## src/rtl/md_seq.sv

```systemverilog
// Multiply/divide step sequencer: drives the P-A datapath through 16 EXEC/SHIFT
// pairs per operation, with a divide pre-check that flags quotient overflow.
module md_seq (
  input  logic       __clk,
  input  logic       clr,
  input  logic       start,
  input  logic       op,
  input  logic       at15,
  input  logic       carry,
  output logic       busy,
  output logic       done,
  output logic       ovf,
  output logic [0:3] cnt,
  output logic       ld,
  output logic       apb,
  output logic       amb,
  output logic       w_ac,
  output logic       as2,
  output logic       eat0
);

  typedef enum logic [2:0] {
    S_IDLE,
    S_LOAD,
    S_CHK,
    S_EXEC,
    S_SHIFT,
    S_DONE
  } state_e;

  state_e     state_q, state_d;
  logic       op_q, op_d;
  logic [0:3] cnt_q, cnt_d;
  logic       ovf_q, ovf_d;
  logic       eat_q, eat_d;

  always_ff @(posedge __clk) begin
    if (clr) begin
      state_q <= S_IDLE;
      op_q    <= 1'b0;
      cnt_q   <= '0;
      ovf_q   <= 1'b0;
      eat_q   <= 1'b0;
    end else begin
      state_q <= state_d;
      op_q    <= op_d;
      cnt_q   <= cnt_d;
      ovf_q   <= ovf_d;
      eat_q   <= eat_d;
    end
  end

  always_comb begin
    state_d = state_q;
    op_d    = op_q;
    cnt_d   = cnt_q;
    ovf_d   = ovf_q;
    eat_d   = eat_q;
    case (state_q)
      S_IDLE: begin
        if (start) begin
          state_d = S_LOAD;
          op_d    = op;
        end
      end
      S_LOAD: begin
        cnt_d   = 4'd15;
        ovf_d   = 1'b0;
        state_d = op_q ? S_CHK : S_EXEC;
      end
      S_CHK: begin
        // No borrow on the trial subtract means the quotient cannot fit.
        if (carry) begin
          ovf_d   = 1'b1;
          state_d = S_DONE;
        end else begin
          state_d = S_EXEC;
        end
      end
      S_EXEC: begin
        eat_d   = op_q & carry;
        state_d = S_SHIFT;
      end
      S_SHIFT: begin
        if (cnt_q == 4'd0) begin
          state_d = S_DONE;
        end else begin
          cnt_d   = cnt_q - 4'd1;
          state_d = S_EXEC;
        end
      end
      S_DONE:  state_d = S_IDLE;
      default: state_d = S_IDLE;
    endcase
  end

  always_comb begin
    busy = 1'b0;
    done = 1'b0;
    ld   = 1'b0;
    apb  = 1'b0;
    amb  = 1'b0;
    w_ac = 1'b0;
    as2  = 1'b0;
    eat0 = 1'b0;
    case (state_q)
      S_LOAD: begin
        busy = 1'b1;
        ld   = 1'b1;
      end
      S_CHK: begin
        busy = 1'b1;
        amb  = 1'b1;
      end
      S_EXEC: begin
        busy = 1'b1;
        if (op_q) begin
          amb  = 1'b1;
          w_ac = carry;
        end else begin
          apb  = at15;
          w_ac = at15;
        end
      end
      S_SHIFT: begin
        busy = 1'b1;
        as2  = 1'b1;
        eat0 = eat_q;
      end
      S_DONE: begin
        busy = 1'b1;
        done = 1'b1;
      end
      default: ;
    endcase
  end

  assign ovf = ovf_q;
  assign cnt = cnt_q;

endmodule

```

## config.mk

```make
export PLATFORM = sky130hd
export DESIGN_NAME = md_seq
export DESIGN_NICKNAME = d
export VERILOG_FILES = /design/src/rtl/md_seq.sv
export SDC_FILE = /design/constraint.sdc
export NUM_CORES = 1
export LEC_CHECK = 0
export ABC_AREA = 1
export CAP_MARGIN = 20
export CORE_MARGIN = 2
export CORE_UTILIZATION = 39
export CTS_CLUSTER_SIZE = 24
export DETAILED_ROUTE_END_ITERATION = 6
export PLACE_DENSITY = 0.68
export SLEW_MARGIN = 30
export SYNTH_ARGS = -nofsm -noshare
export SYNTH_HDL_FRONTEND = slang
export SYNTH_SLANG_ARGS = --single-unit
```

## constraint.sdc

```tcl
create_clock -name __clk -period 1 [get_ports __clk]
set_input_delay 0.15 -clock __clk [delete_from_list [all_inputs] [get_ports __clk]]
set_output_delay 0.15 -clock __clk [all_outputs]
set_load 0.1 [all_outputs]
```

==> results.txt, run 1 <==
- For this run, the number of Yosys warnings is 0.
* Total clock buffers created by CTS: 3
* Buffer count from post-CTS setup fixing: 11
- The clock drives 10 sinks.
- Detailed placement finished with a half-perimeter wire length of 1530 um.
- Hold_buf cts: 0
- In this run the horizontal extent of the chip is 42.5 um.
- Quantity of I/O buffers inserted on ports: 18
- Floorplan row count: 13
* Tool error message: [ERROR DPL-0038] Utilization greater than 100%, impossible to legalize
- After synthesis the cells add up to 577 sq um.
* Ys async rst share: 0%
- Flops & latches, synth: 10
- Once the clock tree was built, the resizer swapped 42 gates to a different size.
- Top post-synthesis cells by area: sky130_fd_sc_hd__dfxtp_1 35%, sky130_fd_sc_hd__nand2_1 8.5%, sky130_fd_sc_hd__a21oi_1 7.8%
- Seq/Total Area, Yosys: 34.7%
- Final Wtd Congestion: 0.839
- Yosys mapped a number of flops with a built-in enable equal to 0.
- Top-level I/O count: 19
* Die outline height: 42.5 um
- Synthesis produced a netlist with a net count of 90.
- Before CTS, the worst setup slack after placement is -305 ps.
- Status: did not finish
- The initial utilization of the core area, before any placement, comes to 43.2%.
- Stage where the run ended: clock tree synthesis
- No sink is reached through more buffers than the 2 on the longest clock path.
* Cell taking the most area after synthesis: sky130_fd_sc_hd__dfxtp_1
- Dividing the synthesized area by the synthesized cell count gives 7.03 sq um.
- In this run, distinct cell masters in the synthesized netlist total 18.
* Top_reg_cell synth: sky130_fd_sc_hd__dfxtp_1
- CTS built an H-tree with a depth of 1.
* Post-synth top cells: 13 x sky130_fd_sc_hd__nand2_1, 11 x sky130_fd_sc_hd__inv_1, 10 x sky130_fd_sc_hd__dfxtp_1, 9 x sky130_fd_sc_hd__a21oi_1, 9 x sky130_fd_sc_hd__nand3_1
- Post-synthesis cell count: 82
* Clock tree root buffer cell: sky130_fd_sc_hd__clkbuf_4
- Most frequent cell after synthesis: sky130_fd_sc_hd__nand2_1
- Top cell type's share of synthesized area: 34.7%
-- per-stage QoR --
step / std cells / cell area (sq um) / setup TNS, ps / hold WS, ps
after detailed placement: 137 / 1170 / -2110 / 472
after global placement: 137 / 1170 / -1810 / 450
after floorplan: 82 / 678 / -6050 / 205
-- logic make-up after synthesis --
family | Yosys count | share of synthesized area (%)
adder cells (fa/ha/maj) | 2 | 4.34
buffers and inverters | 16 | 10.4
AO/OA/AOI/OAI | 14 | 13.0
XOR/XNOR | 1 | 1.52
AND/OR/NAND/NOR | 39 | 36.0
flip-flops | 10 | 34.7
==> run 2: changes to the inputs <==
--- a/config.mk
+++ b/config.mk
@@ -7,11 +7,10 @@
 export LEC_CHECK = 0
 export ABC_AREA = 1
 export CAP_MARGIN = 20
-export CORE_MARGIN = 2
-export CORE_UTILIZATION = 39
-export CTS_CLUSTER_SIZE = 24
+export CORE_AREA = 2 2 63 65
 export DETAILED_ROUTE_END_ITERATION = 6
-export PLACE_DENSITY = 0.68
+export DIE_AREA = 0 0 65 67
+export PLACE_DENSITY_LB_ADDON = 0.15
 export SLEW_MARGIN = 30
 export SYNTH_ARGS = -nofsm -noshare
 export SYNTH_HDL_FRONTEND = slang
==> constraint.sdc (replaced) <==
create_clock -name __clk -period 1.3 [get_ports __clk]
set_input_delay 0.195 -clock __clk [delete_from_list [all_inputs] [get_ports __clk]]
set_output_delay 0.195 -clock __clk [all_outputs]
set_load 0.1 [all_outputs]
==> run 2 against run 1 <==
  * The flow now finishes, with violations (negative setup slack)
  * Synthesized cell count unchanged
  * Area after synthesis is the same
==> results.txt, run 2 <==
* Post-synth top cells: 13 x sky130_fd_sc_hd__nand2_1, 11 x sky130_fd_sc_hd__inv_1, 10 x sky130_fd_sc_hd__dfxtp_1, 9 x sky130_fd_sc_hd__a21oi_1, 9 x sky130_fd_sc_hd__nand3_1 (unchanged)
- Aggregate global routing overflow: 0
* Top_reg_cell synth: sky130_fd_sc_hd__dfxtp_1 (unchanged)
- The half-perimeter wire length of the detailed placement result is 1320 um (was 1530 um).
- The cell area after synthesis came to 577 sq um (unchanged).
* Power after layout: 1.97 mW
- Data on the critical path is required at its endpoint by 1110 ps.
- Final Wtd Congestion: 0.748 (was 0.839)
* Area of all placed cells without fillers: 1310 sq um
* Antenna-violating nets left: 0
- For the final database, setup skew stands at 1.19 ps.
- Clock group share of total power: 17.4%
- Ys async rst share: 0% (unchanged)
* Top post-synthesis cells by area: sky130_fd_sc_hd__dfxtp_1 35%, sky130_fd_sc_hd__nand2_1 8.5%, sky130_fd_sc_hd__a21oi_1 7.8% (unchanged)
- Largest register FFs: 4
- IR Drop Worst-Case VDD: 0.939 mV
- The cell type contributing the most total cell area after synthesis is sky130_fd_sc_hd__dfxtp_1 (unchanged).
* Share of the synthesized netlist area taken by xor and xnor gates: 1.52% (unchanged)
- Clock transition at path regs: 50 ps
- Status: finished, violations left (was did not finish).
* Total clock buffers created by CTS: 3 (unchanged)
- Net switching is 47.4% of the power.
- Max_cap viols: 0
* Layout Area Growth over Synthesis: 128%
- Setup violations remaining at the end of the flow were counted as 7.
- Final max-slew violation count: 0
* Number of sinks handled by clock tree synthesis: 10 (unchanged)
- CTS tree: done
* Fraction of the mapped netlist area in simple logic gates: 36.0% (unchanged)
- At the end of the flow, the number of nets in the layout was 131.
- The share of total power dissipated in combinational logic is 60.2%.
* Die outline area: 4360 sq um
- Number of endpoints with negative hold slack in the final report: 0
- The worst setup path is of the reg2out kind.
- Layout cells sized above 1: 59.0%
- The first detailed-routing pass took 3 iterations.
- Worst Path Arrival: 1220 ps
- After layout, the minimum clock period comes to 1410 ps.
- In this run the power spent charging and discharging nets is 0.932 mW.
- The detailed router finished its first iteration with 9 violations.
* Setup repair after global routing missed its margin: true
- The repair_antennas step left the layout with diodes totalling 0.
- The adder-cell area share of the yosys netlist was 4.34% (unchanged).
- Timing-limited maximum frequency: 707 MHz
- Largest net degree at the start of global routing: 7
- Failing checks: negative setup slack
- Share of power burned in registers: 22.4%
- The area fraction in compound gates after synthesis is 13.0% (unchanged).
- The starting density of the core is 16.0% (was 43.2%).
- Most frequent cells in the layout: 15 x sky130_fd_sc_hd__buf_4, 14 x sky130_fd_sc_hd__buf_12, 8 x sky130_fd_sc_hd__nand2_1
* Hold_ws: 417 ps
* Top cell type's share of synthesized area: 34.7% (unchanged)
- Routed vias/inst: 3.98
* Yosys cell types: 18 (unchanged)
- In this run the worst hold path is classified as in2reg.
- The placement row count is 22 (was 13).
- Global routing used 9.34% of the available tracks.
- Type of element capturing the critical path: primary output
* Worst setup slack after placement: -128 ps (was -305 ps)
* Standard cell core area: 3610 sq um
- Summed over all cells, the static leakage comes to 0.527 nW.
- Leading cell type in the layout, fill and taps excluded: sky130_fd_sc_hd__buf_4
- The flip-flop and latch count after synthesis was 10 (unchanged).
- Via count of the first global-routing pass: 661
- For the worst-skew pair, the clock arrives at the later sink with an insertion delay of 230 ps.
- The post-synthesis cell count was 82 (unchanged).
- Synthesized net count: 90 (unchanged)
- Mux cell area share after synthesis: 0% (unchanged)
- The detailed router placed 676 vias in this run.
- Most frequent cell after synthesis: sky130_fd_sc_hd__nand2_1 (unchanged)
- Internal Power: 1.04 mW
- For this run, design rule violations remaining after detail routing come to 0.
- Power density over the cells: 1500 nW/um^2
- At the pin with the least slew margin, the transition time is 195 ps.
- The number of warning messages in the yosys log was 0 (unchanged).
- The buffer type at the clock tree root is sky130_fd_sc_hd__clkbuf_8 (was sky130_fd_sc_hd__clkbuf_4).
* Number of enable flip-flop cells after synthesis: 0 (unchanged)
* Worst slew slack as a fraction of its limit: 86.9%
- Die outline height: 67 um (was 42.5 um)
* Fill cell instance count of the final layout: 373
- The largest family of logic cells by synthesized area is simple AND/OR/NAND/NOR gates (unchanged).
* Seq/Total Area, Yosys: 34.7% (unchanged)
- Horiz. Die Dim: 65 um (was 42.5 um)
* Number of antenna violations at the first check in global routing: 0
- Mean post-synth cell area: 7.03 sq um (unchanged)
* Quantity of I/O buffers inserted on ports: 18 (unchanged)
- The number of levels the H-tree was split into was 1 (unchanged).
- In the final routed layout, each cell accounts on average for 10.5 um.
* Total Wirelength: 1790 um
- Maximum buffer depth of the clock tree: 2 (unchanged)
* Global-route wire length before repair: 3060 um
- Fin crit share: 109%
- Top-level I/O count: 19 (unchanged)
* Placed Area: 1090 sq um (was 1170 sq um)
- CP Launch Type: flip-flop
- Fin worst setup slack: -114 ps
- Of all nets on the critical path, the largest fanout is 5.
run 2: cell counts after synthesis:
No cell type changed its count.
run 2: what timing repair did:
item,CTS,global route
setup endpoints to repair,8,13
hold buffers,0,0
resized for setup,5,18
pin swaps,5,7
setup buffers,9,4
run 2: power groups by stage:
stage	clock (mW)	combinational, mW	sequential (mW)
final	0.343	1.18	0.441
after global routing	0.370	1.25	0.450
after CTS	0.355	1.10	0.441
after detailed placement	0	1.03	0.449
after global placement	0	1.03	0.449
after floorplan	0	0.507	0.619
run 2: logic make-up (layout without fill, tap and decap cells):
| kind of cell | count (synthesis) | after routing |
|---|---|---|
| AO/OA/AOI/OAI | 14 | 14 |
| XOR/XNOR | 1 | 1 |
| adder cells (fa/ha/maj) | 2 | 2 |
| buffers and inverters | 16 | 56 |
| flip-flops | 10 | 10 |
| AND/OR/NAND/NOR | 39 | 39 |
run 2: area by class of cell:
class,count,area (sq um),share of cell area (%)
timing repair buffer,36,472,35.9
sequential,10,221,16.9
clock buffer,4,45.0,3.43
inverter,16,83.8,6.39
tap,48,60.1,4.58
multi-input combinational,56,430,32.8
run 2: layer usage:
metal	share of wire (%)	track usage, %
met5	0	0
met4	0.50	2.39
met3	5.3	3.38
met2	51	17.0
met1	43	10.2
run 2: path summary, 6_finish.rpt:
kind | slack, ps | cells after the start | from | end
max | -110 | 6 | state_q[2] | w_ac
min | 420 | 5 | carry | eat_q
max reg2reg | 50 | 9 | state_q[1] | cnt[0]
min reg2reg | 460 | 2 | eat_q | eat_q
run 2: per-stage QoR:
stage	instances	TNS [ps]	utilization, %
after global placement	153	-97.3	30.3
after detailed placement	153	-149	30.3
after floorplan	82	-2390	-
final	170	-440	36.4
after global routing	170	-941	36.4
after CTS	166	-586	33.9
run 2: worst max-delay path, cell delays in order, from the launching register on:
cell                         delay (ps)
sky130_fd_sc_hd__dfxtp_4            370
sky130_fd_sc_hd__inv_8               50
sky130_fd_sc_hd__nand3_4             80
sky130_fd_sc_hd__nor2_4              50
sky130_fd_sc_hd__a21oi_4            130
sky130_fd_sc_hd__clkinvlp_4         120
sky130_fd_sc_hd__buf_12             170
(Power assumes the default switching activity.)
==> run 3: changes to the inputs <==
--- a/config.mk
+++ b/config.mk
@@ -8,6 +8,7 @@
 export ABC_AREA = 1
 export CAP_MARGIN = 20
 export CORE_AREA = 2 2 63 65
+export CTS_CLUSTER_DIAMETER = 80
 export DETAILED_ROUTE_END_ITERATION = 6
 export DIE_AREA = 0 0 65 67
 export PLACE_DENSITY_LB_ADDON = 0.15
==> constraint.sdc (replaced) <==
create_clock -name __clk -period 1.8 [get_ports __clk]
set_input_delay 0.27 -clock __clk [delete_from_list [all_inputs] [get_ports __clk]]
set_output_delay 0.27 -clock __clk [all_outputs]
set_load 0.1 [all_outputs]
==> run 3 against run 2 <==
  * Critical path depth unchanged
  * First-iteration DRC count up 22%
  * The run now ends clean
  * Clock power down 15%
  * Routed wire length down 11%
  * Critical path type unchanged
  * Count of clock-buffer cells in the layout unchanged
  * Worst hold slack better by 48 ps
  * Sequential share of layout area up 3.3 points
  * Utilization down 8.5 points
  * Setup slack better by 250 ps
  * Design area down 23%
  * Highest routed layer unchanged
==> results.txt, run 3 (synthesized netlist as in run 2, its figures left out) <==
* Clock tree root buffer cell: sky130_fd_sc_hd__clkbuf_8 (unchanged)
* Total Wirelength: 1590 um (was 1790 um)
* CP Max Fanout: 7 (was 5)
- Multi-input gate area: 345 sq um (was 430 sq um)
* Placed Area: 943 sq um (was 1090 sq um)
- The total of fill cells in the finished design is 388 (was 373).
* Total clock buffers created by CTS: 3 (unchanged)
- The clock sink total came to 10 (unchanged).
- Setup tns final: 0 ps (was -440 ps)
- The largest clock skew in the final design came to 1.07 ps (was 1.19 ps).
- Aggregate global routing overflow: 0 (unchanged)
- The relative slew slack is 81.5% (was 86.9%).
- Hold_ws: 465 ps (was 417 ps)
- The summed area of non-filler cells in the final layout was 1010 sq um (was 1310 sq um).
- CTS tree: done (unchanged)
* Post-route DRC: 0 (unchanged)
- The sequential cell area came to 203 sq um (was 221 sq um).
- First-pass detailed-route iteration total: 4 (was 3)
- The worst slack at placement was 246 ps (was -128 ps).
- The final routed wire length divided by cell count is 10.4 um (was 10.5 um).
* Power after layout: 1.27 mW (was 1.97 mW)
* Fin crit share: 92.2%
- The highest-delay cell along the critical path is sky130_fd_sc_hd__dfxtp_1 (was sky130_fd_sc_hd__dfxtp_4).
- Buffer count from post-CTS setup fixing: 0 (was 9)
- Quantity of I/O buffers inserted on ports: 18 (unchanged)
- Top-level I/O count: 19 (unchanged)
- Number of endpoints with negative hold slack in the final report: 0 (unchanged)
- Most frequent cells in the layout: 13 x sky130_fd_sc_hd__nand2_1, 11 x sky130_fd_sc_hd__inv_1, 10 x sky130_fd_sc_hd__buf_12 (was 15 x sky130_fd_sc_hd__buf_4, 14 x sky130_fd_sc_hd__buf_12, 8 x sky130_fd_sc_hd__nand2_1).
* Status: completed (was finished, violations left)
- Layout Area Growth over Synthesis: 74.4% (was 128%)
- The starting density of the core came to 16.0% (unchanged).
* Die outline height: 67 um (unchanged)
- The clock input transition at the sequential cells of the worst setup and hold paths came to 50 ps (about the same).
- Routed vias/inst: 3.85 (was 3.98)
- Global-route wire length before repair: 2590 um (was 3060 um)
* CTS H-tree depth: 1 (unchanged)
- Horiz. Die Dim: 65 um (unchanged)
* Worst Max-Slew Pin Slew: 279 ps (was 195 ps)
- The half-perimeter wire length of the detailed placement result came to 1270 um (was 1320 um).
* Die outline area: 4360 sq um (unchanged)
- The final setup slack of the worst path came to 140 ps (was -114 ps).
- Data required time at the worst endpoint: 1530 ps (was 1110 ps)
* Via count: 589 (was 676)
- The worst-case clock buffer depth came to 2 (unchanged).
* IR Drop Worst-Case VDD: 0.238 mV (was 0.939 mV)
- The number of setup violations in the final report is 0 (was 7).
- Cells along the critical path: inv_2 > nand2_4 > nor2_8 > inv_1 > nor2_4 > buf_12 (was inv_8 > nand3_4 > nor2_4 > a21oi_4 > clkinvlp_4 > buf_12)
- The via count of the first global-routing pass was 552 (was 661).
* Floorplan row count: 22 (unchanged)
- Timing-limited maximum frequency: 603 MHz
* Number of antenna violations at the first check in global routing: 0 (unchanged)
- The critical path capture point type is a primary output (unchanged).
- Setup repair after global routing missed its margin: false (was true)
* Total global routing track utilization: 8.31% (was 9.34%)
* Leading cell type in the layout, fill and taps excluded: sky130_fd_sc_hd__nand2_1 (was sky130_fd_sc_hd__buf_4)
- The max-cap violation count came to 0 (unchanged).
- Insertion delay of the later-clocked pin in the worst-skew pair: 240 ps (was 230 ps)
- Final max-slew violation count: 0 (unchanged)
- The maximum single-stage delay on the critical path is 380 ps (was 370 ps).
- The layout cell share with drive strength beyond 1 is 35.2% (was 59.0%).
- Initial drt markers: 11 (was 9)
- The weighted congestion reported at the end of routability-driven placement came to 0.741 (was 0.748).
* Largest register FFs: 4 (unchanged)
* CP Launch Type: flip-flop (unchanged)
* Antenna-violating nets left: 0 (unchanged)
- Standard cell core area: 3610 sq um (unchanged)
- The pin count of the biggest net entering global routing is 8 (was 7).
- The critical path class is reg2out (unchanged).
- Static leakage: 0.429 nW (was 0.527 nW)
- For the finished layout, the period the worst path requires is 1660 ps.
- The worst min-delay path class is reg2reg (was in2reg).
- The number of antenna cells inserted is 0 (unchanged).
- Power density over the cells: 1260 nW/um^2 (was 1500 nW/um^2)
- The critical path arrival was 1390 ps (was 1220 ps).
- Count of nets after finishing: 114 (was 131)
[run 3: cell types whose count changed in the layout (fill, tap and decap cells not counted), moves of 4 or more]
| cell | change |
|---|---|
| sky130_fd_sc_hd__dfxtp_1 | +5 |
| sky130_fd_sc_hd__dfxtp_4 | -5 |
| sky130_fd_sc_hd__buf_4 | -11 |
| sky130_fd_sc_hd__buf_12 | -4 |
| sky130_fd_sc_hd__inv_1 | +4 |
| sky130_fd_sc_hd__a21oi_1 | +4 |
| sky130_fd_sc_hd__inv_4 | -4 |
| sky130_fd_sc_hd__nand2_1 | +5 |
| sky130_fd_sc_hd__nand2_2 | -4 |
[run 3: worst max-delay path, delay by kind of cell (launching register included)]
family / cells / cell delay (ps)
DFF: 1 / 380
buffers and inverters: 3 / 420
and+or+nand+nor: 3 / 350
[run 3: report_power, final]
| part | internal (mW) | switching, mW |
|---|---|---|
| logic | 0.212 | 0.468 |
| registers | 0.257 | 0.0427 |
| clock network | 0.193 | 0.0986 |
| total | 0.662 | 0.609 |
[run 3: repair_timing]
item / CTS / global route
hold buffers: 0 / 0
setup endpoints to repair: 0 / 1
resized for setup: 0 / 2
[run 3: final cells by class]
cell class                      count  share of cell area [%]
Sequential cell                    10                    20.1
Clock buffer                        4                    5.47
Tap cell                           48                    5.97
Multi-Input combinational cell     56                    34.3
Timing Repair Buffer               19                    27.9
Inverter                           16                    6.22
[run 3: metal layers]
layer  global-route usage, %  part of all wire, %
met5                       0                    0
met4                    6.38                  2.6
met3                    2.36                  3.3
met2                    12.1                   46
met1                    10.2                   48
[run 3: metrics by stage]
| step | cells | util, % |
|---|---|---|
| 2_1_floorplan | 82 | - |
| 3_3_place_gp | 149 | 26.2 |
| 3_5_place_dp | 149 | 26.2 |
| 4_1_cts | 153 | 27.7 |
| 5_1_grt | 153 | 27.9 |
| 6_report | 153 | 27.9 |
[run 3: final timing paths]
check / start / end / slack (ps) / depth (start not counted)
setup reg to reg: state_q[0] / cnt[3] / 570 / 6
hold / removal: eat_q / eat_q / 460 / 2
setup / recovery: state_q[0] / eat0 / 140 / 6
hold reg to reg: eat_q / eat_q / 460 / 2
==> run 4: changes to the inputs <==
--- a/config.mk
+++ b/config.mk
@@ -11,7 +11,8 @@
 export CTS_CLUSTER_DIAMETER = 80
 export DETAILED_ROUTE_END_ITERATION = 6
 export DIE_AREA = 0 0 65 67
-export PLACE_DENSITY_LB_ADDON = 0.15
+export PLACE_DENSITY = 0.41
+export SKIP_CTS_REPAIR_TIMING = 1
 export SLEW_MARGIN = 30
 export SYNTH_ARGS = -nofsm -noshare
 export SYNTH_HDL_FRONTEND = slang
==> run 4 against run 3 <==
  * Utilization fell by 0.45 points
  * Design area fell by 1.6%
  * Setup slack improved by 16 ps
  * First-iteration DRC count rose by 140%
  * Total power fell by 5.4%
  * Sequential power barely moved
  * Routed wire length fell by 1.3%
  * Register-to-register slack improved by 30 ps
==> results.txt, run 4 (synthesized netlist as in run 2, its figures left out) <==
* Post-route DRC: 0 (unchanged)
- The reg-to-reg setup timing slack came to 600 ps (was 570 ps).
* Post-route non-filler standard cell count: 152 (was 153)
- CTS tree: done (unchanged)
- The number of placed instances with taps included was 149 (unchanged).
* Via count of the first global-routing pass: 579 (was 552)
- Data required time at the worst endpoint: 1530 ps (about the same)
* Die outline area: 4360 sq um (unchanged)
- Clock tree root buffer cell: sky130_fd_sc_hd__clkbuf_8 (unchanged)
- Final Wtd Congestion: 0.754 (was 0.741)
- Worst Path Arrival: 1370 ps (was 1390 ps)
- The largest vdd supply drop is 0.347 mV (was 0.238 mV).
- Worst Max-Slew Pin Slew: 279 ps (about the same)
- Static leakage: 0.421 nW (was 0.429 nW)
* Count of buffer and inverter cells on the critical path: 3 (unchanged)
* Routed wire per std cell: 10.3 um (was 10.4 um)
- CP Launch Type: flip-flop (unchanged)
- First-pass detailed-route iteration total: 3 (was 4)
- Leading cell type in the layout, fill and taps excluded: sky130_fd_sc_hd__nand2_1 (unchanged)
* Kind of cell adding the most delay to the critical path: buffers and inverters (unchanged)
- Floorplan row count: 22 (unchanged)
* Maximum buffer depth of the clock tree: 2 (unchanged)
* Fin crit share: 91.3% (was 92.2%)
* Timing-limited maximum frequency: 608 MHz (was 603 MHz)
- The final setup slack of the worst path came to 156 ps (was 140 ps).
- Largest register FFs: 4 (unchanged)
* Count of nets after finishing: 114 (unchanged)
- The number of nets still failing antenna checks after routing was 0 (unchanged).
* Worst setup slack after placement: 235 ps (was 246 ps)
* Final max-slew violation count: 0 (unchanged)
- The wire length of the first global-routing pass came to 2620 um (was 2590 um).
* Library cell contributing the largest single delay on the critical path: sky130_fd_sc_hd__dfxtp_1 (unchanged)
- The largest clock skew in the final design was 2.02 ps (was 1.07 ps).
- Via count: 597 (was 589)
* Largest stage delay, worst path: 340 ps (was 380 ps)
- The maximum fanout encountered on the critical timing path came to 7 (unchanged).
- The logic depth of the worst register-to-register path was 6 (unchanged).
* Power density over the cells: 1210 nW/um^2 (was 1260 nW/um^2)
* Status: completed (unchanged)
- The global-route usage over all layers is 8.34% (was 8.31%).
- The capturing element of the worst setup path is w_ac (was eat0).
- The number of buffers created by CTS was 3 (unchanged).
* Max_cap viols: 0 (unchanged)
- Finish-stage setup viols: 0 (unchanged)
* Area of all placed cells without fillers: 990 sq um (was 1010 sq um)
- The clock input transition at the sequential cells of the worst setup and hold paths was 50 ps (about the same).
- The source-to-sink clock delay at the later pin of the worst-skew pair came to 230 ps (was 240 ps).
* Top-level I/O count: 19 (unchanged)
- Min Tclk post-route: 1640 ps (was 1660 ps)
* Quantity of I/O buffers inserted on ports: 18 (unchanged)
* Largest net degree at the start of global routing: 8 (unchanged)
* Horiz. Die Dim: 65 um (unchanged)
* Logic depth of the worst path, buffers included: 6 (unchanged)
* Type of element capturing the critical path: primary output (unchanged)
* Number of sinks handled by clock tree synthesis: 10 (unchanged)
- Number of antenna violations at the first check in global routing: 0 (unchanged)
- The critical path class is reg2out (unchanged).
- The starting density of the core was 16.0% (unchanged).
- The layout cell share with drive strength beyond 1 was 34.6% (was 35.2%).
- Most frequent cells in the layout: 13 x sky130_fd_sc_hd__nand2_1, 11 x sky130_fd_sc_hd__inv_1, 10 x sky130_fd_sc_hd__buf_12 (unchanged)
- Post-detailed-placement half-perimeter wirelength: 1300 um (was 1270 um)
- The reg-to-reg endpoint was cnt[3] (unchanged).
- Number of endpoints with negative hold slack in the final report: 0 (unchanged)
- Standard cell core area: 3610 sq um (unchanged)
* Total Wirelength: 1570 um (was 1590 um)
- Setup repair after global routing missed its margin: false (unchanged)
- Launching element of the worst setup path: state_q[2] (was state_q[0])
- The worst min-delay path class is reg2reg (unchanged).
* Routed vias/inst: 3.93 (was 3.85)
- Cells along the critical path: inv_2 > nand3_2 > nor2_4 > a21oi_1 > inv_1 > buf_12 (was inv_2 > nand2_4 > nor2_8 > inv_1 > nor2_4 > buf_12).
- The overflow left after global routing is 0 (unchanged).
* Fill cell instance count of the final layout: 405 (was 388)
- The cell area after placement came to 943 sq um (unchanged).
* CTS H-tree depth: 1 (unchanged)
* Number of diodes: 0 (unchanged)
* Worst slew slack as a fraction of its limit: 81.6% (was 81.5%)
- Worst reg2reg path startpoint: cnt[3] (was state_q[0])
* Layout Area Growth over Synthesis: 71.6% (was 74.4%)
* Die outline height: 67 um (unchanged)
- Initial drt markers: 26 (was 11)
## run 4: cell types whose count changed in the layout (fill, tap and decap cells not counted), sizes merged
cell    previous run  this run
clkbuf             4         3
## run 4: worst reg2reg max path, cell delays in order, from the launching register on
cell and delay, ps:
sky130_fd_sc_hd__dfxtp_2 320, sky130_fd_sc_hd__inv_1 90, sky130_fd_sc_hd__ha_1 230, sky130_fd_sc_hd__nand2_1 130
sky130_fd_sc_hd__nand2_4 90, sky130_fd_sc_hd__o21ai_0 170, sky130_fd_sc_hd__a21oi_1 50
## run 4: layout make-up
type / instances / area (sq um) / area share, %
Timing Repair Buffer: 19 / 280 / 28.3
Sequential cell: 10 / 203 / 20.5
Tap cell: 48 / 60.1 / 6.07
Clock buffer: 3 / 41.3 / 4.17
Multi-Input combinational cell: 56 / 345 / 34.9
Inverter: 16 / 60.1 / 6.07
## run 4: where the power goes
part	internal (mW)	switching [mW]	leakage (nW)
sequential	0.258	0.0409	0.0829
combinational	0.210	0.464	0.316
clock	0.146	0.0833	0.0216
## run 4: worst min path at each step
stage	startpoint	end	slack [ps]	depth (start not counted)
after floorplan	clr	cnt[0]	330	1
after global placement	eat_q	eat_q	460	2
after detailed placement	ovf	ovf	460	2
after CTS	ovf	ovf	470	2
after global routing	ovf	ovf	500	2
final	ovf	ovf	460	2
## run 4: metal layers
metal  part of all wire [%]  wire length (um)  GRT usage (%)  up-vias
met4                    2.3                36           5.59        0
met5                      0                 0              0        -
met2                     47               741           13.3       18
li1                       -                 -              -      310
met3                    5.9                93           2.87        4
met1                     44               697           9.40      265
## run 4: stage by stage
step | util, % | hold WS (ps) | TNS [ps] | power, mW
after floorplan | - | 332 | -622 | 0.776
after global placement | 26.2 | 455 | 0 | 0.978
after detailed placement | 26.2 | 463 | 0 | 0.980
after CTS | 27.3 | 471 | 0 | 1.22
after global routing | 27.4 | 499 | 0 | 1.27
final | 27.4 | 464 | 0 | 1.20
